--- src/rtl/mem_arbiter_if.sv ---
// Bundle of the IF, MEM and RAM-side signals around mem_arbiter.
// The slave modport is the arbiter's view; master is the requester/RAM side.
interface mem_arbiter_if #(
    parameter int RAM_AW = 17
) ();
    logic              if_req_i;
    logic [31:0]       if_addr_i;
    logic              if_flush_i;
    logic              if_done_o;
    logic [31:0]       if_data_o;
    logic              mem_req_i;
    logic              mem_we_i;
    logic [1:0]        mem_size_i;
    logic [31:0]       mem_addr_i;
    logic [31:0]       mem_wdata_i;
    logic              mem_done_o;
    logic [31:0]       mem_rdata_o;
    logic [RAM_AW-1:0] ram_addr_o;
    logic              ram_wr_o;
    logic [7:0]        ram_dout_o;
    logic [7:0]        ram_din_i;
    logic              busy_o;

    modport slave (
        input  if_req_i, if_addr_i, if_flush_i,
        output if_done_o, if_data_o,
        input  mem_req_i, mem_we_i, mem_size_i, mem_addr_i, mem_wdata_i,
        output mem_done_o, mem_rdata_o,
        output ram_addr_o, ram_wr_o, ram_dout_o,
        input  ram_din_i,
        output busy_o
    );

    modport master (
        output if_req_i, if_addr_i, if_flush_i,
        input  if_done_o, if_data_o,
        output mem_req_i, mem_we_i, mem_size_i, mem_addr_i, mem_wdata_i,
        input  mem_done_o, mem_rdata_o,
        input  ram_addr_o, ram_wr_o, ram_dout_o,
        output ram_din_i,
        input  busy_o
    );
endinterface

--- src/rtl/mem_arbiter.sv ---
// Arbitrates the byte-wide RAM port between instruction fetch and load/store,
// sequencing each request into little-endian byte accesses.
module mem_arbiter #(
    parameter int RAM_AW = 17
) (
    input  logic            clk,
    input  logic            rst,
    mem_arbiter_if.slave    bus
);

    typedef enum logic [1:0] {
        IDLE   = 2'd0,
        IF_RD  = 2'd1,
        MEM_RD = 2'd2,
        MEM_WR = 2'd3
    } state_t;

    state_t      state_r;
    logic [2:0]  cnt_r;
    logic [2:0]  len_r;
    logic [31:0] addr_r;
    logic [31:0] wdata_r;
    logic [31:0] acc_r;

    logic [2:0]  step_s;
    logic [31:0] merged_s;

    function automatic logic [2:0] size_len(input logic [1:0] sz);
        logic [2:0] n;
        case (sz)
            2'd0:    n = 3'd1;
            2'd1:    n = 3'd2;
            default: n = 3'd4;
        endcase
        return n;
    endfunction

    function automatic logic [31:0] merge_byte(input logic [31:0] w, input logic [1:0] k,
                                               input logic [7:0] b);
        logic [31:0] r;
        r = w;
        r[{k, 3'b000} +: 8] = b;
        return r;
    endfunction

    function automatic logic [7:0] get_byte(input logic [31:0] w, input logic [1:0] k);
        return w[{k, 3'b000} +: 8];
    endfunction

    // cnt_r counts edges since acceptance minus one; the byte landing now is index cnt_r-1
    always_comb begin
        step_s   = cnt_r + 3'd1;
        merged_s = merge_byte(acc_r, cnt_r[1:0] - 2'd1, bus.ram_din_i);
    end

    // Arbitration, byte sequencing and all registered outputs
    always_ff @(posedge clk) begin
        if (rst) begin
            state_r         <= IDLE;
            cnt_r           <= 3'd0;
            len_r           <= 3'd0;
            addr_r          <= 32'd0;
            wdata_r         <= 32'd0;
            acc_r           <= 32'd0;
            bus.if_done_o   <= 1'b0;
            bus.if_data_o   <= 32'd0;
            bus.mem_done_o  <= 1'b0;
            bus.mem_rdata_o <= 32'd0;
            bus.ram_addr_o  <= {RAM_AW{1'b0}};
            bus.ram_wr_o    <= 1'b0;
            bus.ram_dout_o  <= 8'd0;
            bus.busy_o      <= 1'b0;
        end else begin
            bus.if_done_o  <= 1'b0;
            bus.mem_done_o <= 1'b0;
            bus.ram_wr_o   <= 1'b0;
            case (state_r)
                IDLE: begin
                    cnt_r <= 3'd0;
                    acc_r <= 32'd0;
                    // A done pulse on the outputs means the requester may still hold req
                    if (bus.if_done_o || bus.mem_done_o) begin
                        bus.busy_o <= 1'b0;
                    end else if (bus.mem_req_i) begin
                        len_r          <= size_len(bus.mem_size_i);
                        addr_r         <= bus.mem_addr_i;
                        wdata_r        <= bus.mem_wdata_i;
                        bus.ram_addr_o <= RAM_AW'(bus.mem_addr_i);
                        bus.busy_o     <= 1'b1;
                        if (bus.mem_we_i) begin
                            state_r        <= MEM_WR;
                            bus.ram_wr_o   <= 1'b1;
                            bus.ram_dout_o <= bus.mem_wdata_i[7:0];
                        end else begin
                            state_r <= MEM_RD;
                        end
                    end else if (bus.if_req_i && !bus.if_flush_i) begin
                        state_r        <= IF_RD;
                        len_r          <= 3'd4;
                        addr_r         <= bus.if_addr_i;
                        bus.ram_addr_o <= RAM_AW'(bus.if_addr_i);
                        bus.busy_o     <= 1'b1;
                    end else begin
                        bus.busy_o <= 1'b0;
                    end
                end
                IF_RD, MEM_RD: begin
                    if (state_r == IF_RD && bus.if_flush_i) begin
                        state_r    <= IDLE;
                        cnt_r      <= 3'd0;
                        bus.busy_o <= 1'b0;
                    end else if (cnt_r == len_r) begin
                        state_r    <= IDLE;
                        cnt_r      <= 3'd0;
                        bus.busy_o <= 1'b0;
                        if (state_r == IF_RD) begin
                            bus.if_done_o <= 1'b1;
                            bus.if_data_o <= merged_s;
                        end else begin
                            bus.mem_done_o  <= 1'b1;
                            bus.mem_rdata_o <= merged_s;
                        end
                    end else begin
                        cnt_r <= step_s;
                        if (step_s < len_r) begin
                            bus.ram_addr_o <= RAM_AW'(addr_r + {29'd0, step_s});
                        end else begin
                            bus.ram_addr_o <= bus.ram_addr_o;
                        end
                        if (cnt_r != 3'd0) begin
                            acc_r <= merged_s;
                        end else begin
                            acc_r <= acc_r;
                        end
                    end
                end
                MEM_WR: begin
                    if (step_s < len_r) begin
                        cnt_r          <= step_s;
                        bus.ram_wr_o   <= 1'b1;
                        bus.ram_addr_o <= RAM_AW'(addr_r + {29'd0, step_s});
                        bus.ram_dout_o <= get_byte(wdata_r, step_s[1:0]);
                    end else begin
                        state_r        <= IDLE;
                        cnt_r          <= 3'd0;
                        bus.mem_done_o <= 1'b1;
                        bus.busy_o     <= 1'b0;
                    end
                end
                default: begin
                    state_r    <= IDLE;
                    cnt_r      <= 3'd0;
                    bus.busy_o <= 1'b0;
                end
            endcase
        end
    end

endmodule
--- src/flat_wrapper.sv ---
// flat-port wrapper written by rule: the top's interface ports become plain ports
module mem_arbiter_flat 
#(
    parameter int RAM_AW = 17
)
  (clk, rst, bus_if_req_i, bus_if_addr_i, bus_if_flush_i, bus_if_done_o, bus_if_data_o, bus_mem_req_i, bus_mem_we_i, bus_mem_size_i, bus_mem_addr_i, bus_mem_wdata_i, bus_mem_done_o, bus_mem_rdata_o, bus_ram_addr_o, bus_ram_wr_o, bus_ram_dout_o, bus_ram_din_i, bus_busy_o);
  mem_arbiter_if #(.RAM_AW(RAM_AW)) bus_i ();
  input  logic clk;
  input  logic rst;
  input wire logic [$bits(bus_i.if_req_i)-1:0] bus_if_req_i;
  input wire logic [$bits(bus_i.if_addr_i)-1:0] bus_if_addr_i;
  input wire logic [$bits(bus_i.if_flush_i)-1:0] bus_if_flush_i;
  output wire logic [$bits(bus_i.if_done_o)-1:0] bus_if_done_o;
  output wire logic [$bits(bus_i.if_data_o)-1:0] bus_if_data_o;
  input wire logic [$bits(bus_i.mem_req_i)-1:0] bus_mem_req_i;
  input wire logic [$bits(bus_i.mem_we_i)-1:0] bus_mem_we_i;
  input wire logic [$bits(bus_i.mem_size_i)-1:0] bus_mem_size_i;
  input wire logic [$bits(bus_i.mem_addr_i)-1:0] bus_mem_addr_i;
  input wire logic [$bits(bus_i.mem_wdata_i)-1:0] bus_mem_wdata_i;
  output wire logic [$bits(bus_i.mem_done_o)-1:0] bus_mem_done_o;
  output wire logic [$bits(bus_i.mem_rdata_o)-1:0] bus_mem_rdata_o;
  output wire logic [$bits(bus_i.ram_addr_o)-1:0] bus_ram_addr_o;
  output wire logic [$bits(bus_i.ram_wr_o)-1:0] bus_ram_wr_o;
  output wire logic [$bits(bus_i.ram_dout_o)-1:0] bus_ram_dout_o;
  input wire logic [$bits(bus_i.ram_din_i)-1:0] bus_ram_din_i;
  output wire logic [$bits(bus_i.busy_o)-1:0] bus_busy_o;
  assign bus_i.if_req_i = bus_if_req_i;
  assign bus_i.if_addr_i = bus_if_addr_i;
  assign bus_i.if_flush_i = bus_if_flush_i;
  assign bus_if_done_o = bus_i.if_done_o;
  assign bus_if_data_o = bus_i.if_data_o;
  assign bus_i.mem_req_i = bus_mem_req_i;
  assign bus_i.mem_we_i = bus_mem_we_i;
  assign bus_i.mem_size_i = bus_mem_size_i;
  assign bus_i.mem_addr_i = bus_mem_addr_i;
  assign bus_i.mem_wdata_i = bus_mem_wdata_i;
  assign bus_mem_done_o = bus_i.mem_done_o;
  assign bus_mem_rdata_o = bus_i.mem_rdata_o;
  assign bus_ram_addr_o = bus_i.ram_addr_o;
  assign bus_ram_wr_o = bus_i.ram_wr_o;
  assign bus_ram_dout_o = bus_i.ram_dout_o;
  assign bus_i.ram_din_i = bus_ram_din_i;
  assign bus_busy_o = bus_i.busy_o;
  mem_arbiter #(.RAM_AW(RAM_AW)) u_core (.clk(clk), .rst(rst), .bus(bus_i));
endmodule
--- config.mk ---
export PLATFORM = sky130hd
export DESIGN_NAME = mem_arbiter_flat
export DESIGN_NICKNAME = d
export VERILOG_FILES = /design/src/rtl/mem_arbiter_if.sv /design/src/rtl/mem_arbiter.sv /design/src/flat_wrapper.sv
export SDC_FILE = /design/constraint.sdc
export NUM_CORES = 1
export LEC_CHECK = 0
export BUFFER_PORTS_ARGS = -buffer_cell sky130_fd_sc_hd__buf_2
export CAP_MARGIN = 0
export CORE_MARGIN = 2
export CORE_UTILIZATION = 57
export DETAILED_ROUTE_END_ITERATION = 10
export PLACE_DENSITY = 0.94
export SLEW_MARGIN = 0
export SYNTH_ARGS = -nofsm -noshare
export SYNTH_HDL_FRONTEND = slang
export SYNTH_SLANG_ARGS = --single-unit
--- constraint.sdc ---
create_clock -name clk -period 6.2 [get_ports clk]
set_input_delay 0.31 -clock clk [delete_from_list [all_inputs] [get_ports clk]]
set_output_delay 0.31 -clock clk [all_outputs]
set_load 0.02 [all_outputs]
Word level (Yosys, flattened, before mapping):

Index checks and enable logic that the tools add are counted.

* register bits: 182
* bits in latches: 0
* ROM bits: 0
* memories kept: 0
* bits of input ports: 112
* memory bits (writable): 0

* $mul: 0
* shifts and indexed selects: 3
* div/mod/pow operators: 0
* eq/ne operators: 15
* reductions and logical operators: 21
* $lt $le $gt $ge: 1
* bitwise gates (word level): 5
* mux-type cells: 52
* $add $sub $neg: 4

Operator list (count)
* 17-bit 2-to-1 mux: 8
* 32-bit 2-to-1 mux: 3
* 32-bit one-hot mux with 2 select lines: 1
* 17-bit one-hot mux with 3 select lines: 1
* 32-bit bitwise mux: 1
* 8-bit 2-to-1 mux: 4
* 8-bit by 7-bit variable shift with 32-bit output, first input constant: 1
* 32-bit by 6-bit variable part select with 8-bit output: 1
* 8-bit by 7-bit variable part select with 32-bit output: 1
* 4-bit AND reduction: 5
* 17-bit by 3-bit adder with 17-bit output: 1
* 1-bit 2-to-1 mux: 16
* 8-bit one-hot mux with 2 select lines: 1
* 3-bit 2-to-1 mux: 5
* 2-bit 2-to-1 mux: 6
* 2-bit != test, second input constant: 6
* 3-bit one-hot mux with 3 select lines: 1
* 5-bit negation with 7-bit output: 1
* 2-bit one-hot mux with 3 select lines: 1
* 3-bit one-hot mux with 2 select lines: 1
* 3-bit AND reduction: 2
* 2-bit nonzero test: 3
* 1-bit NOT: 5
* 5-bit AND reduction: 1
* 19 further kinds: 25

Longest topological paths before layout:

Gate-level depths: netlist of run 1.

* depth after elaboration: 8
* mapped depth: 11
* mapped depth without buffers: 9

Least setup slack after synthesis of run 1:

OpenSTA, ideal clock, no wires.

* path type: flip-flop to flip-flop
* from: reg u_core.cnt_r[0]
* to: reg u_core.bus.ram_addr_o[12]
* slack: 3.060 ns
* data arrival time: 3.007 ns
* cell stages (with the launch flop): 12
* cell sequence: dfxtp_1 > buf_1 > inv_1 > ha_1 > buf_6 > inv_1 > fa_1 > nor2b_1 > o211ai_1 > o21a_1 > o311ai_0 > a21oi_1

* cells in the longest elaborated chain, start to end: 6

RTL lines
* from (decl): line mem_arbiter.sv:19 `logic [2:0] cnt_r;`
* from (signal assigned): line mem_arbiter.sv:124 `cnt_r <= step_s;`
* from (signal assigned): line mem_arbiter.sv:139 `cnt_r <= step_s;`
* 3-bit by 1-bit adder with 3-bit output: line mem_arbiter.sv:52 `step_s = cnt_r + 3'd1;`
* 17-bit by 3-bit adder with 17-bit output / 3-bit < comparator (equally long branches)
* 17-bit 2-to-1 mux: line mem_arbiter.sv:125, mem_arbiter.sv:138
* 17-bit 2-to-1 mux: line mem_arbiter.sv:112 `end else if (cnt_r == len_r) begin`
* 17-bit 2-to-1 mux: line mem_arbiter.sv:108 `if (state_r == IF_RD && bus.if_flush_i) begin`
* 17-bit one-hot mux with 3 select lines: line mem_arbiter.sv:77 `case (state_r)`
* to (signal assigned): line mem_arbiter.sv:126 `bus.ram_addr_o <= RAM_AW'(addr_r + {29'd0, step_s});`
* to (signal assigned): line mem_arbiter.sv:128 `bus.ram_addr_o <= bus.ram_addr_o;`
* to (signal assigned): line mem_arbiter.sv:141 `bus.ram_addr_o <= RAM_AW'(addr_r + {29'd0, step_s});`
* to (decl): line mem_arbiter_if.sv:29 `output ram_addr_o, ram_wr_o, ram_dout_o,`

Parallel ways exist; a longest one is shown, timed or not. The select of a mux whose other input is x is not followed.
A chain may end at the register's enable or synchronous reset.

Final worst setup path of run 1:

Same ends and word-level chain as after synthesis.

==> report_table.html, run 1 <==
<table>
<tr><th>Metric</th><th>Value</th></tr>
<tr><th colspan="2">Status</th></tr>
<tr><td>Result of the run</td><td>completed</td></tr>
<tr><th colspan="2">Timing</th></tr>
<tr><td>Highest clock frequency the design can meet</td><td>~250 MHz</td></tr>
<tr><td>Slew at the pin closest to its max-slew limit</td><td>roughly 1.2 ns</td></tr>
<tr><td>Post-Route Setup TNS</td><td>0 ns</td></tr>
<tr><td>Clock period minus final worst setup slack</td><td>4.07 ns</td></tr>
<tr><td>Count of endpoints failing setup in the final report</td><td>0</td></tr>
<tr><td>Fin Clk Skew</td><td>about 0.01 ns</td></tr>
<tr><td>RSZ-0062 raised after global routing</td><td>no</td></tr>
<tr><td>Slew Limit Fails</td><td>0</td></tr>
<tr><td>Number of endpoints with negative hold slack in the final report</td><td>0</td></tr>
<tr><td>Share of the cycle needed by the critical path after routing</td><td>0.656</td></tr>
<tr><td>Relative slew slack</td><td>0.204</td></tr>
<tr><th colspan="2">Pwr</th></tr>
<tr><td>Static power due to leakage</td><td>between 3 and 4 nW</td></tr>
<tr><td>Flop pwr share</td><td>0.421</td></tr>
<tr><td>Clk pwr share</td><td>0.336</td></tr>
<tr><td>Cell Int Power</td><td>approximately 2.2 mW</td></tr>
<tr><td>NetSw</td><td>between 1 and 1.5 mW</td></tr>
<tr><td>Combinational cell fraction of total power</td><td>0.243</td></tr>
<tr><td>Proportion of total power due to net switching</td><td>0.335</td></tr>
<tr><td>Peak supply drop</td><td>between 200 and 250 uV</td></tr>
<tr><td>Pwr per Cell Area</td><td>358 nW/um2</td></tr>
<tr><th colspan="2">Clocking</th></tr>
<tr><td>CTS sink count</td><td>approximately 180</td></tr>
<tr><td>Number of buffers created by CTS</td><td>17</td></tr>
<tr><td>Reg clk slew, reported paths</td><td>roughly 0.07 ns</td></tr>
<tr><td>Latest clock arrival within the worst-skew pair</td><td>0.43 ns</td></tr>
<tr><td>Number of gates resized after CTS</td><td>0</td></tr>
<tr><td>Post-CTS Setup Inserts</td><td>0</td></tr>
<tr><td>Max Root-Sink Buffers</td><td>2</td></tr>
<tr><td>Clock root buffer master</td><td>clkbuf_16</td></tr>
<tr><td>Clock tree from TritonCTS</td><td>done</td></tr>
<tr><td>Hold Buf Count CTS</td><td>0</td></tr>
<tr><td>Number of H-tree branching levels</td><td>4</td></tr>
<tr><th colspan="2">Synthesis</th></tr>
<tr><td>Synth warn</td><td>0</td></tr>
<tr><td>Most used DFF post-synth</td><td>dfxtp_1</td></tr>
<tr><td>Cells taking the most area after synthesis</td><td>dfxtp_1 46%, a211oi_1 8.4%, a21oi_1 5.4%</td></tr>
<tr><td>Cell area after synthesis</td><td>7920 um2</td></tr>
<tr><td>Gate Count Post-Synth</td><td>893</td></tr>
<tr><td>Register bit count reported by yosys</td><td>182</td></tr>
<tr><td>Post-Synthesis Mean Instance Area</td><td>around 9 um2</td></tr>
<tr><td>Cell type with the largest total area after synthesis</td><td>dfxtp_1</td></tr>
<tr><td>Yosys cell types</td><td>56</td></tr>
<tr><td>Share of async-settable or async-resettable flops after synthesis</td><td>0</td></tr>
<tr><td>Leading cell type by number of instances after synthesis</td><td>dfxtp_1</td></tr>
<tr><td>Share of the synthesized area in the top cell type</td><td>0.460</td></tr>
<tr><td>Mapped Nets</td><td>between 1000 and 1500</td></tr>
<tr><td>List of most frequent post-synthesis cells</td><td>182 x dfxtp_1, 103 x nand2_1, 98 x nor2_1</td></tr>
<tr><td>EDFF count, synth</td><td>0</td></tr>
<tr><td>Portion of the post-synthesis area used by sequential elements</td><td>0.460</td></tr>
<tr><th colspan="2">Worst setup path</th></tr>
<tr><td>Critical path arrival</td><td>4.36 ns</td></tr>
<tr><td>Required time reported for the critical path endpoint</td><td>approximately 6.5 ns</td></tr>
<tr><td>Element type at the critical path start</td><td>flip-flop</td></tr>
<tr><td>Highest net fanout along the worst path</td><td>18</td></tr>
<tr><td>Top Family by Delay on Critical Path</td><td>adder cells</td></tr>
<tr><td>Worst R2R End</td><td>u_core.bus.ram_addr_o[12]$_SDFFE_PP0P_</td></tr>
<tr><td>Top cell by count, worst path</td><td>inv_1</td></tr>
<tr><td>Largest stage delay, worst path</td><td>around 0.91 ns</td></tr>
<tr><td>Worst setup slack for register-to-register paths</td><td>about 2.1 ns</td></tr>
<tr><td>Kind of capture point of the worst setup path</td><td>flip-flop</td></tr>
<tr><td>Critical Setup Path Class</td><td>reg2reg</td></tr>
<tr><td>Cell-by-cell listing of the critical path</td><td>inv_1 &gt; ha_1 &gt; inv_1 &gt; fa_1 &gt; nor2b_1 &gt; o211ai_1 &gt; o21a_1 &gt; o311ai_0 &gt; a21oi_1</td></tr>
<tr><td>R2R cell count</td><td>9</td></tr>
<tr><td>Slowest cell on the critical path</td><td>ha_1</td></tr>
<tr><td>Reg2reg start</td><td>u_core.cnt_r[0]$_SDFF_PP0_</td></tr>
<tr><td>Combined buffer and inverter count along the critical path</td><td>2</td></tr>
<tr><th colspan="2">Placement</th></tr>
<tr><td>Post-placement cell count</td><td>roughly 1200</td></tr>
<tr><td>Final weighted congestion in routability-driven placement</td><td>just over 0.8</td></tr>
<tr><td>Detailed placement HPWL</td><td>approximately 12000 um</td></tr>
<tr><td>Count of buffers from port buffering</td><td>about 170</td></tr>
<tr><th colspan="2">Floorplan</th></tr>
<tr><td>Standard-cell rows</td><td>43</td></tr>
<tr><td>Core Footprint</td><td>approximately 14000 um2</td></tr>
<tr><td>Height of the chip</td><td>between 100 and 150 um</td></tr>
<tr><td>I/O pin total</td><td>between 200 and 250</td></tr>
<tr><td>Width of the chip</td><td>roughly 120 um</td></tr>
<tr><td>Die Area</td><td>roughly 15000 um2</td></tr>
<tr><td>Initial Util</td><td>0.577</td></tr>
<tr><th colspan="2">Hold path</th></tr>
<tr><td>Kind of path behind the tightest hold check</td><td>in2reg</td></tr>
<tr><td>Hold path endpoint</td><td>u_core.wdata_r[27]$_SDFFE_PP0P_</td></tr>
<tr><td>Hold-critical path depth</td><td>3</td></tr>
<tr><td>Worst hold path startpoint</td><td>bus_mem_wdata_i[27]</td></tr>
<tr><th colspan="2">Finish</th></tr>
<tr><td>Area occupied by multi-input gates</td><td>3890 um2</td></tr>
<tr><td>Area delta synth-&gt;final</td><td>18.2%</td></tr>
<tr><td>Storage element area</td><td>around 3600 um2</td></tr>
<tr><td>Final-layout fill cell count</td><td>1041</td></tr>
<tr><td>Fraction of layout cells with a size suffix above 1</td><td>0.223</td></tr>
<tr><td>Total inserted antenna cells</td><td>0</td></tr>
<tr><td>Nets@finish</td><td>1148</td></tr>
<tr><td>Non-filler cells, final</td><td>1212</td></tr>
<tr><th colspan="2">Drt</th></tr>
<tr><td>Drt initial violations</td><td>between 400 and 500</td></tr>
<tr><td>Final wirelength</td><td>18800 um</td></tr>
<tr><td>Via/cell ratio</td><td>around 5.8</td></tr>
<tr><td>Detailed-router iteration count before antenna repair</td><td>5</td></tr>
<tr><td>Routed wirelength normalized by instance count</td><td>around 15 um</td></tr>
<tr><td>Via total after detailed routing</td><td>around 7000</td></tr>
<tr><td>Routed Antenna Nets</td><td>0</td></tr>
<tr><td>Drc violations</td><td>0</td></tr>
<tr><th colspan="2">Global route</th></tr>
<tr><td>Via count of the first global-routing pass</td><td>between 6000 and 7000</td></tr>
<tr><td>GRT Util Overall</td><td>0.258</td></tr>
<tr><td>Initial antenna violation count</td><td>0</td></tr>
<tr><td>Global-route wire length before repair</td><td>30400 um</td></tr>
<tr><td>Total grt overflow</td><td>0</td></tr>
<tr><td>Pin count of the biggest net entering global routing</td><td>86</td></tr>
<tr><th colspan="2">Run</th></tr>
<tr><td>Max-cap viol count</td><td>0</td></tr>
</table>
[routing by layer]
layer | part of all wire | up-vias | GRT usage
met5 | 0 | - | 0
met4 | 0.014 | 0 | 0.0826
met3 | 0.074 | 26 | 0.0632
met2 | 0.48 | 264 | 0.417
met1 | 0.44 | 3240 | 0.341
li1 | - | 3457 | -
[registers in the layout, summed over array words and instances, names as in the netlist]
signal,cells
u_core.bus.if_done_o,1
u_core.bus.mem_done_o,1
u_core.state_r,2
u_core.bus.mem_rdata_o,32
u_core.wdata_r,32
u_core.bus.busy_o,1
u_core.cnt_r,3
u_core.acc_r,32
u_core.bus.ram_addr_o,17
u_core.bus.ram_wr_o,1
u_core.len_r,3
u_core.bus.ram_dout_o,8
u_core.addr_r,17
u_core.bus.if_data_o,32
[placed cells by master, fill, tap and decap left out, types with 15 or more instances in the layout]
| cell | count |
|---|---|
| a211oi_1 | 89 |
| a21oi_1 | 85 |
| buf_2 | 173 |
| clkbuf_16 | 17 |
| dfxtp_1 | 182 |
| ha_1 | 16 |
| inv_1 | 15 |
| mux2i_1 | 26 |
| nand2_1 | 103 |
| nand3_1 | 38 |
| nor2_1 | 98 |
| nor2b_1 | 38 |
| o31ai_1 | 32 |
[metrics by stage]
stage          hold WS, ns  power (mW)  cell area, um2   util  setup WS (ns)
6_report             0.110        3.35            9360  0.682           2.13
5_1_grt              0.100        3.52            9360  0.682           1.85
4_1_cts             0.0990        3.36            9360  0.682           2.16
3_5_place_dp         0.441        2.24            8730  0.637           2.17
3_3_place_gp         0.439        2.22            8730  0.637           2.29
2_1_floorplan        0.433        2.01            7920      -           3.06
[area by class of cell]
type,instances,area share
Multi-Input combinational cell,623,0.416
Sequential cell,182,0.389
Timing Repair Buffer,179,0.0973
Clock buffer,18,0.0469
Tap cell,180,0.0241
Clock inverter,14,0.0202
Inverter,16,0.00642
[worst register-to-register path, cell delays in order (launching register included)]
cell and delay, ns:
dfxtp_1 0.85, inv_1 0.22, ha_1 0.91, inv_1 0.20
fa_1 0.50, nor2b_1 0.32, o211ai_1 0.29, o21a_1 0.25
o311ai_0 0.28, a21oi_1 0.10
[worst max path at each step]
stage	slack (ns)	end	cells after the start	start
floorplan	3.06	u_core.bus.ram_addr_o[12]$_SDFFE_PP0P_	11	u_core.cnt_r[0]$_SDFF_PP0_
finish	2.13	u_core.bus.ram_addr_o[12]$_SDFFE_PP0P_	9	u_core.cnt_r[0]$_SDFF_PP0_
global placement	2.29	u_core.bus.ram_addr_o[12]$_SDFFE_PP0P_	9	u_core.cnt_r[0]$_SDFF_PP0_
detailed placement	2.17	u_core.bus.ram_addr_o[12]$_SDFFE_PP0P_	9	u_core.cnt_r[0]$_SDFF_PP0_
CTS	2.16	u_core.bus.ram_addr_o[12]$_SDFFE_PP0P_	9	u_core.cnt_r[0]$_SDFF_PP0_
global route	1.85	u_core.bus.ram_addr_o[12]$_SDFFE_PP0P_	9	u_core.cnt_r[0]$_SDFF_PP0_
[power groups by stage]
stage,clock (mW),combinational (mW),sequential [mW]
6_report,1.13,0.815,1.41
5_1_grt,1.19,0.903,1.43
4_1_cts,1.14,0.815,1.41
3_5_place_dp,0,0.809,1.43
3_3_place_gp,0,0.789,1.43
2_1_floorplan,0,0.473,1.54
[cells by family after synthesis]
| family | after synthesis | share of synthesized area |
|---|---|---|
| flops | 182 | 0.460 |
| mux | 35 | 0.0570 |
| fa+ha+maj | 17 | 0.0278 |
| xor+xnor | 13 | 0.0144 |
| buf+inv | 88 | 0.0496 |
| simple gates | 308 | 0.178 |
| compound gates | 250 | 0.213 |
(Power assumes the default switching activity.)
==> inputs of run 2 (changes only) <==
--- a/config.mk
+++ b/config.mk
@@ -8,9 +8,9 @@
 export BUFFER_PORTS_ARGS = -buffer_cell sky130_fd_sc_hd__buf_2
 export CAP_MARGIN = 0
 export CORE_MARGIN = 2
-export CORE_UTILIZATION = 57
+export CORE_UTILIZATION = 53
 export DETAILED_ROUTE_END_ITERATION = 10
-export PLACE_DENSITY = 0.94
+export PLACE_DENSITY = 0.89
 export SLEW_MARGIN = 0
 export SYNTH_ARGS = -nofsm -noshare
 export SYNTH_HDL_FRONTEND = slang
==> constraint.sdc (replaced) <==
create_clock -name clk -period 4.1 [get_ports clk]
set_input_delay 0.205 -clock clk [delete_from_list [all_inputs] [get_ports clk]]
set_output_delay 0.205 -clock clk [all_outputs]
set_load 0.02 [all_outputs]
==> report_table.html, run 2 (synthesis results as in run 1) <==
<table>
<tr><th>Metric</th><th>Value</th></tr>
<tr><th colspan="2">Status</th></tr>
<tr><td>Result of the run</td><td>completed (unchanged)</td></tr>
<tr><th colspan="2">Placement</th></tr>
<tr><td>Count of buffers from port buffering</td><td>174 (unchanged)</td></tr>
<tr><td>Detailed placement HPWL</td><td>13000 um (was 12500 um)</td></tr>
<tr><td>Final weighted congestion in routability-driven placement</td><td>0.843 (was 0.831)</td></tr>
<tr><td>Cell area after placement</td><td>8830 um2 (was 8730 um2)</td></tr>
<tr><th colspan="2">Worst setup path</th></tr>
<tr><td>Kind of capture point of the worst setup path</td><td>flip-flop (unchanged)</td></tr>
<tr><td>Required time reported for the critical path endpoint</td><td>4.39 ns (was 6.49 ns)</td></tr>
<tr><td>Element type at the critical path start</td><td>flip-flop (unchanged)</td></tr>
<tr><td>Top cell by count, worst path</td><td>inv_1 (unchanged)</td></tr>
<tr><td>Largest stage delay, worst path</td><td>0.47 ns (was 0.91 ns)</td></tr>
<tr><td>Combined buffer and inverter count along the critical path</td><td>3 (was 2)</td></tr>
<tr><td>Critical path arrival</td><td>3.34 ns (was 4.36 ns)</td></tr>
<tr><td>Critical Setup Path Class</td><td>reg2reg (unchanged)</td></tr>
<tr><td>Slowest cell on the critical path</td><td>dfxtp_1 (was ha_1)</td></tr>
<tr><td>Highest net fanout along the worst path</td><td>11 (was 18)</td></tr>
<tr><td>Top Family by Delay on Critical Path</td><td>compound AO/OA/AOI/OAI gates (was adder cells)</td></tr>
<tr><td>Cell-by-cell listing of the critical path</td><td>buf_4 &gt; inv_1 &gt; ha_1 &gt; inv_1 &gt; fa_1 &gt; nor2b_1 &gt; o211ai_1 &gt; o21a_1 &gt; o311ai_0 &gt; a21oi_1 (was inv_1 &gt; ha_1 &gt; inv_1 &gt; fa_1 &gt; nor2b_1 &gt; o211ai_1 &gt; o21a_1 &gt; o311ai_0 &gt; a21oi_1)</td></tr>
<tr><th colspan="2">Finish</th></tr>
<tr><td>Post-route cell area</td><td>9400 um2 (was 9360 um2)</td></tr>
<tr><td>Most frequent standard cell in the layout excluding fill and tap cells</td><td>dfxtp_1 (unchanged)</td></tr>
<tr><td>Nets@finish</td><td>1160 (was 1148)</td></tr>
<tr><td>Final-layout fill cell count</td><td>1185 (was 1041)</td></tr>
<tr><td>Area delta synth-&gt;final</td><td>18.6% (was 18.2%)</td></tr>
<tr><td>Most used cells in the layout excluding fill and tap cells</td><td>182 x dfxtp_1, 173 x buf_2, 103 x nand2_1 (unchanged)</td></tr>
<tr><td>Fraction of layout cells with a size suffix above 1</td><td>0.229 (was 0.223)</td></tr>
<tr><td>Total inserted antenna cells</td><td>0 (unchanged)</td></tr>
<tr><th colspan="2">Timing</th></tr>
<tr><td>Number of endpoints with negative hold slack in the final report</td><td>0 (unchanged)</td></tr>
<tr><td>Highest clock frequency the design can meet</td><td>327 MHz (was 246 MHz)</td></tr>
<tr><td>Fin Clk Skew</td><td>0.00978 ns (was 0.0102 ns)</td></tr>
<tr><td>Slew at the pin closest to its max-slew limit</td><td>0.961 ns (was 1.19 ns)</td></tr>
<tr><td>Post-Route Setup TNS</td><td>0 ns (unchanged)</td></tr>
<tr><td>RSZ-0062 raised after global routing</td><td>no (unchanged)</td></tr>
<tr><td>Count of endpoints failing setup in the final report</td><td>0 (unchanged)</td></tr>
<tr><td>Share of the cycle needed by the critical path after routing</td><td>0.745 (was 0.656)</td></tr>
<tr><td>Clock period minus final worst setup slack</td><td>3.06 ns (was 4.07 ns)</td></tr>
<tr><td>Relative slew slack</td><td>0.359 (was 0.204)</td></tr>
<tr><td>Slew Limit Fails</td><td>0 (unchanged)</td></tr>
<tr><th colspan="2">Drt</th></tr>
<tr><td>Drc violations</td><td>0 (unchanged)</td></tr>
<tr><td>Routed wirelength normalized by instance count</td><td>15.7 um (was 15.5 um)</td></tr>
<tr><td>Detailed-router iteration count before antenna repair</td><td>6 (was 5)</td></tr>
<tr><td>Via total after detailed routing</td><td>7040 (was 6987)</td></tr>
<tr><td>Drt initial violations</td><td>491 (was 490)</td></tr>
<tr><td>Final wirelength</td><td>19300 um (was 18800 um)</td></tr>
<tr><td>Via/cell ratio</td><td>5.73 (was 5.76)</td></tr>
<tr><td>Routed Antenna Nets</td><td>0 (unchanged)</td></tr>
<tr><th colspan="2">Clocking</th></tr>
<tr><td>Reg clk slew, reported paths</td><td>0.07 ns (about the same)</td></tr>
<tr><td>Number of gates resized after CTS</td><td>0 (unchanged)</td></tr>
<tr><td>Clock root buffer master</td><td>clkbuf_16 (unchanged)</td></tr>
<tr><td>Clock tree from TritonCTS</td><td>done (unchanged)</td></tr>
<tr><td>CTS sink count</td><td>182 (unchanged)</td></tr>
<tr><td>Number of buffers created by CTS</td><td>17 (unchanged)</td></tr>
<tr><td>Max Root-Sink Buffers</td><td>2 (unchanged)</td></tr>
<tr><td>Post-CTS Setup Inserts</td><td>0 (unchanged)</td></tr>
<tr><td>Number of H-tree branching levels</td><td>4 (unchanged)</td></tr>
<tr><td>Latest clock arrival within the worst-skew pair</td><td>0.42 ns (was 0.43 ns)</td></tr>
<tr><td>Hold Buf Count CTS</td><td>1 (was 0)</td></tr>
<tr><th colspan="2">Pwr</th></tr>
<tr><td>Peak supply drop</td><td>369 uV (was 202 uV)</td></tr>
<tr><td>Pwr per Cell Area</td><td>525 nW/um2 (was 358 nW/um2)</td></tr>
<tr><td>Static power due to leakage</td><td>3.81 nW (was 3.79 nW)</td></tr>
<tr><th colspan="2">Hold path</th></tr>
<tr><td>Kind of path behind the tightest hold check</td><td>in2reg (unchanged)</td></tr>
<tr><th colspan="2">Global route</th></tr>
<tr><td>GRT Util Overall</td><td>0.240 (was 0.258)</td></tr>
<tr><td>Total grt overflow</td><td>0 (unchanged)</td></tr>
<tr><td>Initial antenna violation count</td><td>0 (unchanged)</td></tr>
<tr><td>Pin count of the biggest net entering global routing</td><td>60 (was 86)</td></tr>
<tr><td>Global-route wire length before repair</td><td>31500 um (was 30400 um)</td></tr>
<tr><td>Via count of the first global-routing pass</td><td>6474 (was 6303)</td></tr>
<tr><th colspan="2">Run</th></tr>
<tr><td>Max-cap viol count</td><td>0 (unchanged)</td></tr>
<tr><th colspan="2">Floorplan</th></tr>
<tr><td>Initial Util</td><td>0.543 (was 0.577)</td></tr>
<tr><td>Standard-cell rows</td><td>44 (was 43)</td></tr>
<tr><td>Die Area</td><td>15900 um2 (was 14900 um2)</td></tr>
<tr><td>Core Footprint</td><td>14600 um2 (was 13700 um2)</td></tr>
<tr><td>I/O pin total</td><td>205 (unchanged)</td></tr>
<tr><td>Width of the chip</td><td>126 um (was 122 um)</td></tr>
<tr><td>Height of the chip</td><td>126 um (was 122 um)</td></tr>
</table>
[run 2: through the flow]
step	hold WS (ns)	power [mW]	setup WS (ns)	std cells	util
floorplan	0.341	3.04	0.960	893	-
global placement	0.439	3.37	1.11	1195	0.605
detailed placement	0.444	3.40	1.07	1195	0.605
CTS	0.0000899	4.95	1.03	1228	0.644
global route	0.00605	5.18	0.752	1228	0.644
finish	0.0131	4.93	1.04	1228	0.644
[run 2: layout make-up]
cell class	instances	area (um2)	area share
clock inverter	13	120	0.0128
clock buffer	19	433	0.0461
timing repair buffer	191	1020	0.108
tap	184	230	0.0245
sequential	182	3640	0.388
multi-input combinational	623	3890	0.414
inverter	16	60.1	0.00639
[run 2: power by group]
group	switching (mW)	leakage [nW]	internal [mW]
Combinational	0.813	2.06	0.437
Sequential	0.136	1.49	1.99
Clock	0.708	0.265	0.844
[run 2: final timing paths]
check | from | end | slack, ns | depth (start not counted)
max | u_core.cnt_r[0]$_SDFF_PP0_ | u_core.bus.ram_addr_o[12]$_SDFFE_PP0P_ | 1.04 | 10
max reg2reg | u_core.cnt_r[0]$_SDFF_PP0_ | u_core.bus.ram_addr_o[12]$_SDFFE_PP0P_ | 1.04 | 10
min | bus_mem_wdata_i[19] | u_core.wdata_r[19]$_SDFFE_PP0P_ | 0.01 | 3
min reg2reg | u_core.wdata_r[7]$_SDFFE_PP0P_ | u_core.wdata_r[7]$_SDFFE_PP0P_ | 0.46 | 2
[run 2: layer usage]
layer	share of wire	wire [um]	global-route usage	vias to the layer above
li1	-	-	-	3464
met1	0.43	8360	0.311	3298
met2	0.48	9260	0.405	258
met3	0.072	1380	0.0569	20
met4	0.013	259	0.0646	0
met5	0	0	0	-
[run 2: tightest hold or removal path: stages]
cell and delay [ns]:
buf_2 0.09, nand2_1 0.05, a21oi_1 0.05
==> inputs of run 3 (changes only) <==
--- a/config.mk
+++ b/config.mk
@@ -8,9 +8,9 @@
 export BUFFER_PORTS_ARGS = -buffer_cell sky130_fd_sc_hd__buf_2
 export CAP_MARGIN = 0
 export CORE_MARGIN = 2
-export CORE_UTILIZATION = 53
+export CORE_UTILIZATION = 48
 export DETAILED_ROUTE_END_ITERATION = 10
-export PLACE_DENSITY = 0.89
+export PLACE_DENSITY = 0.85
 export SLEW_MARGIN = 0
 export SYNTH_ARGS = -nofsm -noshare
 export SYNTH_HDL_FRONTEND = slang
==> constraint.sdc (replaced) <==
create_clock -name clk -period 2.7 [get_ports clk]
set_input_delay 0.135 -clock clk [delete_from_list [all_inputs] [get_ports clk]]
set_output_delay 0.135 -clock clk [all_outputs]
set_load 0.02 [all_outputs]
==> report_table.html, run 3 (synthesis results as in run 1) <==
<table>
<tr><th>Metric</th><th>Value</th></tr>
<tr><th colspan="2">Status</th></tr>
<tr><td>Result of the run</td><td>completed (unchanged)</td></tr>
<tr><th colspan="2">Worst setup path</th></tr>
<tr><td>Kind of capture point of the worst setup path</td><td>flip-flop (unchanged)</td></tr>
<tr><td>Critical Setup Path Class</td><td>reg2reg (unchanged)</td></tr>
<tr><td>Critical path arrival</td><td>2.82 ns (was 3.34 ns)</td></tr>
<tr><td>Required time reported for the critical path endpoint</td><td>2.98 ns (was 4.39 ns)</td></tr>
<tr><td>Worst setup slack for register-to-register paths</td><td>0.16 ns (was 1.04 ns)</td></tr>
<tr><td>Reg2reg start</td><td>u_core.cnt_r[0]$_SDFF_PP0_ (unchanged)</td></tr>
<tr><td>Largest stage delay, worst path</td><td>0.41 ns (was 0.47 ns)</td></tr>
<tr><td>Combined buffer and inverter count along the critical path</td><td>2 (was 3)</td></tr>
<tr><td>Slowest cell on the critical path</td><td>dfxtp_2 (was dfxtp_1)</td></tr>
<tr><td>Highest net fanout along the worst path</td><td>14 (was 11)</td></tr>
<tr><td>Cell-by-cell listing of the critical path</td><td>inv_1 &gt; ha_4 &gt; buf_6 &gt; ha_1 &gt; nand3_1 &gt; a211o_1 &gt; o21a_1 &gt; o311ai_1 &gt; a21oi_1 (was buf_4 &gt; inv_1 &gt; ha_1 &gt; inv_1 &gt; fa_1 &gt; nor2b_1 &gt; o211ai_1 &gt; o21a_1 &gt; o311ai_0 &gt; a21oi_1)</td></tr>
<tr><td>Worst R2R End</td><td>u_core.bus.ram_addr_o[13]$_SDFFE_PP0P_ (was u_core.bus.ram_addr_o[12]$_SDFFE_PP0P_)</td></tr>
<tr><td>Top Family by Delay on Critical Path</td><td>compound AO/OA/AOI/OAI gates (unchanged)</td></tr>
<tr><td>Element type at the critical path start</td><td>flip-flop (unchanged)</td></tr>
<tr><td>R2R cell count</td><td>9 (was 10)</td></tr>
<tr><td>Logic depth of the worst path, buffers included</td><td>9 (was 10)</td></tr>
<tr><th colspan="2">Drt</th></tr>
<tr><td>Detailed-router iteration count before antenna repair</td><td>5 (was 6)</td></tr>
<tr><td>Via/cell ratio</td><td>5.53 (was 5.73)</td></tr>
<tr><td>Via total after detailed routing</td><td>7195 (was 7040)</td></tr>
<tr><td>Final wirelength</td><td>20600 um (was 19300 um)</td></tr>
<tr><td>Routed wirelength normalized by instance count</td><td>15.8 um (was 15.7 um)</td></tr>
<tr><td>Drt initial violations</td><td>601 (was 491)</td></tr>
<tr><td>Drc violations</td><td>0 (unchanged)</td></tr>
<tr><td>Routed Antenna Nets</td><td>0 (unchanged)</td></tr>
<tr><th colspan="2">Timing</th></tr>
<tr><td>Post-Route Setup TNS</td><td>0 ns (unchanged)</td></tr>
<tr><td>Share of the cycle needed by the critical path after routing</td><td>0.941 (was 0.745)</td></tr>
<tr><td>Final setup margin</td><td>0.159 ns (was 1.04 ns)</td></tr>
<tr><td>Fin Clk Skew</td><td>0.0106 ns (was 0.00978 ns)</td></tr>
<tr><td>Clock period minus final worst setup slack</td><td>2.54 ns (was 3.06 ns)</td></tr>
<tr><td>Slew Limit Fails</td><td>0 (unchanged)</td></tr>
<tr><td>Highest clock frequency the design can meet</td><td>394 MHz (was 327 MHz)</td></tr>
<tr><td>Relative slew slack</td><td>0.538 (was 0.359)</td></tr>
<tr><td>Worst hold slack after final layout</td><td>0.0689 ns (was 0.0131 ns)</td></tr>
<tr><td>Number of endpoints with negative hold slack in the final report</td><td>0 (unchanged)</td></tr>
<tr><td>RSZ-0062 raised after global routing</td><td>no (unchanged)</td></tr>
<tr><td>Count of endpoints failing setup in the final report</td><td>0 (unchanged)</td></tr>
<tr><td>Slew at the pin closest to its max-slew limit</td><td>0.689 ns (was 0.961 ns)</td></tr>
<tr><th colspan="2">Run</th></tr>
<tr><td>Max-cap viol count</td><td>0 (unchanged)</td></tr>
<tr><th colspan="2">Clocking</th></tr>
<tr><td>Number of H-tree branching levels</td><td>4 (unchanged)</td></tr>
<tr><td>Number of buffers created by CTS</td><td>17 (unchanged)</td></tr>
<tr><td>Clock tree from TritonCTS</td><td>done (unchanged)</td></tr>
<tr><td>Clock root buffer master</td><td>clkbuf_16 (unchanged)</td></tr>
<tr><td>Latest clock arrival within the worst-skew pair</td><td>0.42 ns (about the same)</td></tr>
<tr><td>CTS sink count</td><td>182 (unchanged)</td></tr>
<tr><td>Reg clk slew, reported paths</td><td>0.07 ns (about the same)</td></tr>
<tr><td>Max Root-Sink Buffers</td><td>2 (unchanged)</td></tr>
<tr><th colspan="2">Global route</th></tr>
<tr><td>Pin count of the biggest net entering global routing</td><td>65 (was 60)</td></tr>
<tr><td>Via count of the first global-routing pass</td><td>6732 (was 6474)</td></tr>
<tr><td>GRT Util Overall</td><td>0.233 (was 0.240)</td></tr>
<tr><td>Total grt overflow</td><td>0 (unchanged)</td></tr>
<tr><td>Initial antenna violation count</td><td>0 (unchanged)</td></tr>
<tr><td>Global-route wire length before repair</td><td>33500 um (was 31500 um)</td></tr>
<tr><th colspan="2">Pwr</th></tr>
<tr><td>Pwr per Cell Area</td><td>779 nW/um2 (was 525 nW/um2)</td></tr>
<tr><td>Static power due to leakage</td><td>4.03 nW (was 3.81 nW)</td></tr>
<tr><td>Peak supply drop</td><td>460 uV (was 369 uV)</td></tr>
<tr><th colspan="2">Placement</th></tr>
<tr><td>Count of buffers from port buffering</td><td>174 (unchanged)</td></tr>
<tr><td>Post-placement worst setup slack</td><td>0.0588 ns (was 1.07 ns)</td></tr>
<tr><td>Final weighted congestion in routability-driven placement</td><td>0.821 (was 0.843)</td></tr>
<tr><td>Detailed placement HPWL</td><td>13400 um (was 13000 um)</td></tr>
<tr><th colspan="2">Hold path</th></tr>
<tr><td>Hold path endpoint</td><td>u_core.len_r[0]$_SDFFE_PP0P_ (was u_core.wdata_r[19]$_SDFFE_PP0P_)</td></tr>
<tr><td>Kind of path behind the tightest hold check</td><td>in2reg (unchanged)</td></tr>
<tr><td>Hold-critical path depth</td><td>4 (was 3)</td></tr>
<tr><td>Worst hold path startpoint</td><td>bus_mem_size_i[1] (was bus_mem_wdata_i[19])</td></tr>
<tr><th colspan="2">Floorplan</th></tr>
<tr><td>Initial Util</td><td>0.495 (was 0.543)</td></tr>
<tr><td>I/O pin total</td><td>205 (unchanged)</td></tr>
<tr><td>Height of the chip</td><td>132 um (was 126 um)</td></tr>
<tr><td>Core Footprint</td><td>16000 um2 (was 14600 um2)</td></tr>
<tr><td>Standard-cell rows</td><td>46 (was 44)</td></tr>
<tr><td>Die Area</td><td>17500 um2 (was 15900 um2)</td></tr>
<tr><td>Width of the chip</td><td>132 um (was 126 um)</td></tr>
<tr><th colspan="2">Finish</th></tr>
<tr><td>Most used cells in the layout excluding fill and tap cells</td><td>181 x dfxtp_1, 173 x buf_2, 103 x nand2_1 (was 182 x dfxtp_1, 173 x buf_2, 103 x nand2_1)</td></tr>
<tr><td>Total inserted antenna cells</td><td>0 (unchanged)</td></tr>
<tr><td>Most frequent standard cell in the layout excluding fill and tap cells</td><td>dfxtp_1 (unchanged)</td></tr>
<tr><td>Area delta synth-&gt;final</td><td>25.5% (was 18.6%)</td></tr>
<tr><td>Core Util, Final</td><td>0.621 (was 0.644)</td></tr>
<tr><td>Fraction of layout cells with a size suffix above 1</td><td>0.237 (was 0.229)</td></tr>
<tr><td>Nets@finish</td><td>1201 (was 1160)</td></tr>
</table>
[run 3: how the worst max path moves through the flow]
| stage | end | startpoint | slack (ns) |
|---|---|---|---|
| CTS | u_core.bus.ram_addr_o[13]$_SDFFE_PP0P_ | u_core.cnt_r[0]$_SDFF_PP0_ | 0.05 |
| detailed placement | u_core.bus.ram_addr_o[14]$_SDFFE_PP0P_ | u_core.cnt_r[0]$_SDFF_PP0_ | 0.06 |
| global route | u_core.bus.ram_addr_o[12]$_SDFFE_PP0P_ | u_core.cnt_r[0]$_SDFF_PP0_ | 0.02 |
| floorplan | u_core.bus.ram_addr_o[12]$_SDFFE_PP0P_ | u_core.cnt_r[0]$_SDFF_PP0_ | 0.03 |
| finish | u_core.bus.ram_addr_o[13]$_SDFFE_PP0P_ | u_core.cnt_r[0]$_SDFF_PP0_ | 0.16 |
| global placement | u_core.bus.ram_addr_o[11]$_SDFFE_PP0P_ | u_core.cnt_r[0]$_SDFF_PP0_ | 0.16 |
[run 3: tightest hold or removal path, cell delays in order]
cell and delay (ns):
buf_2 0.11, nor3_1 0.05, a21oi_1 0.11, nor2_1 0.04
[run 3: cell type report]
type                    count  area [um2]
well taps                 216         270
fillers                  1332        6060
inverters                  16        60.1
repair buffers            232        1450
clock buffers              17         425
clock inverters            14         168
multi-input cells         623        3930
flip-flops and latches    182        3640
[run 3: what timing repair did]
action | 4_1_cts | 5_1_grt
hold buffers | 33 | 0
hold endpoints to repair | 33 | 0
buffers inserted | 0 | 1
endpoints found under the setup margin | 0 | 17
gates resized for setup | 0 | 8
[run 3: power by group]
| part | total, mW | switching, mW | leakage (nW) | internal [mW] |
|---|---|---|---|---|
| clock | 2.51 | 1.12 | 0.288 | 1.39 |
| sequential | 3.24 | 0.210 | 1.49 | 3.03 |
| combinational | 2.00 | 1.26 | 2.26 | 0.743 |
[run 3: metrics by stage]
stage | total power [mW] | area (um2) | instances
final | 7.75 | 9940 | 1300
after global routing | 8.13 | 9940 | 1300
after CTS | 7.76 | 9910 | 1299
after detailed placement | 5.23 | 8990 | 1235
after global placement | 5.18 | 8990 | 1235
after floorplan | 4.62 | 7950 | 893
[run 3: routing by layer]
metal | vias up | wire length, um | part of all wire | global-route usage
met5 | - | 0 | 0 | 0
met4 | 0 | 289 | 0.014 | 0.0699
met3 | 25 | 1310 | 0.064 | 0.0448
met2 | 293 | 9980 | 0.48 | 0.389
met1 | 3329 | 9000 | 0.44 | 0.308
li1 | 3548 | - | - | -
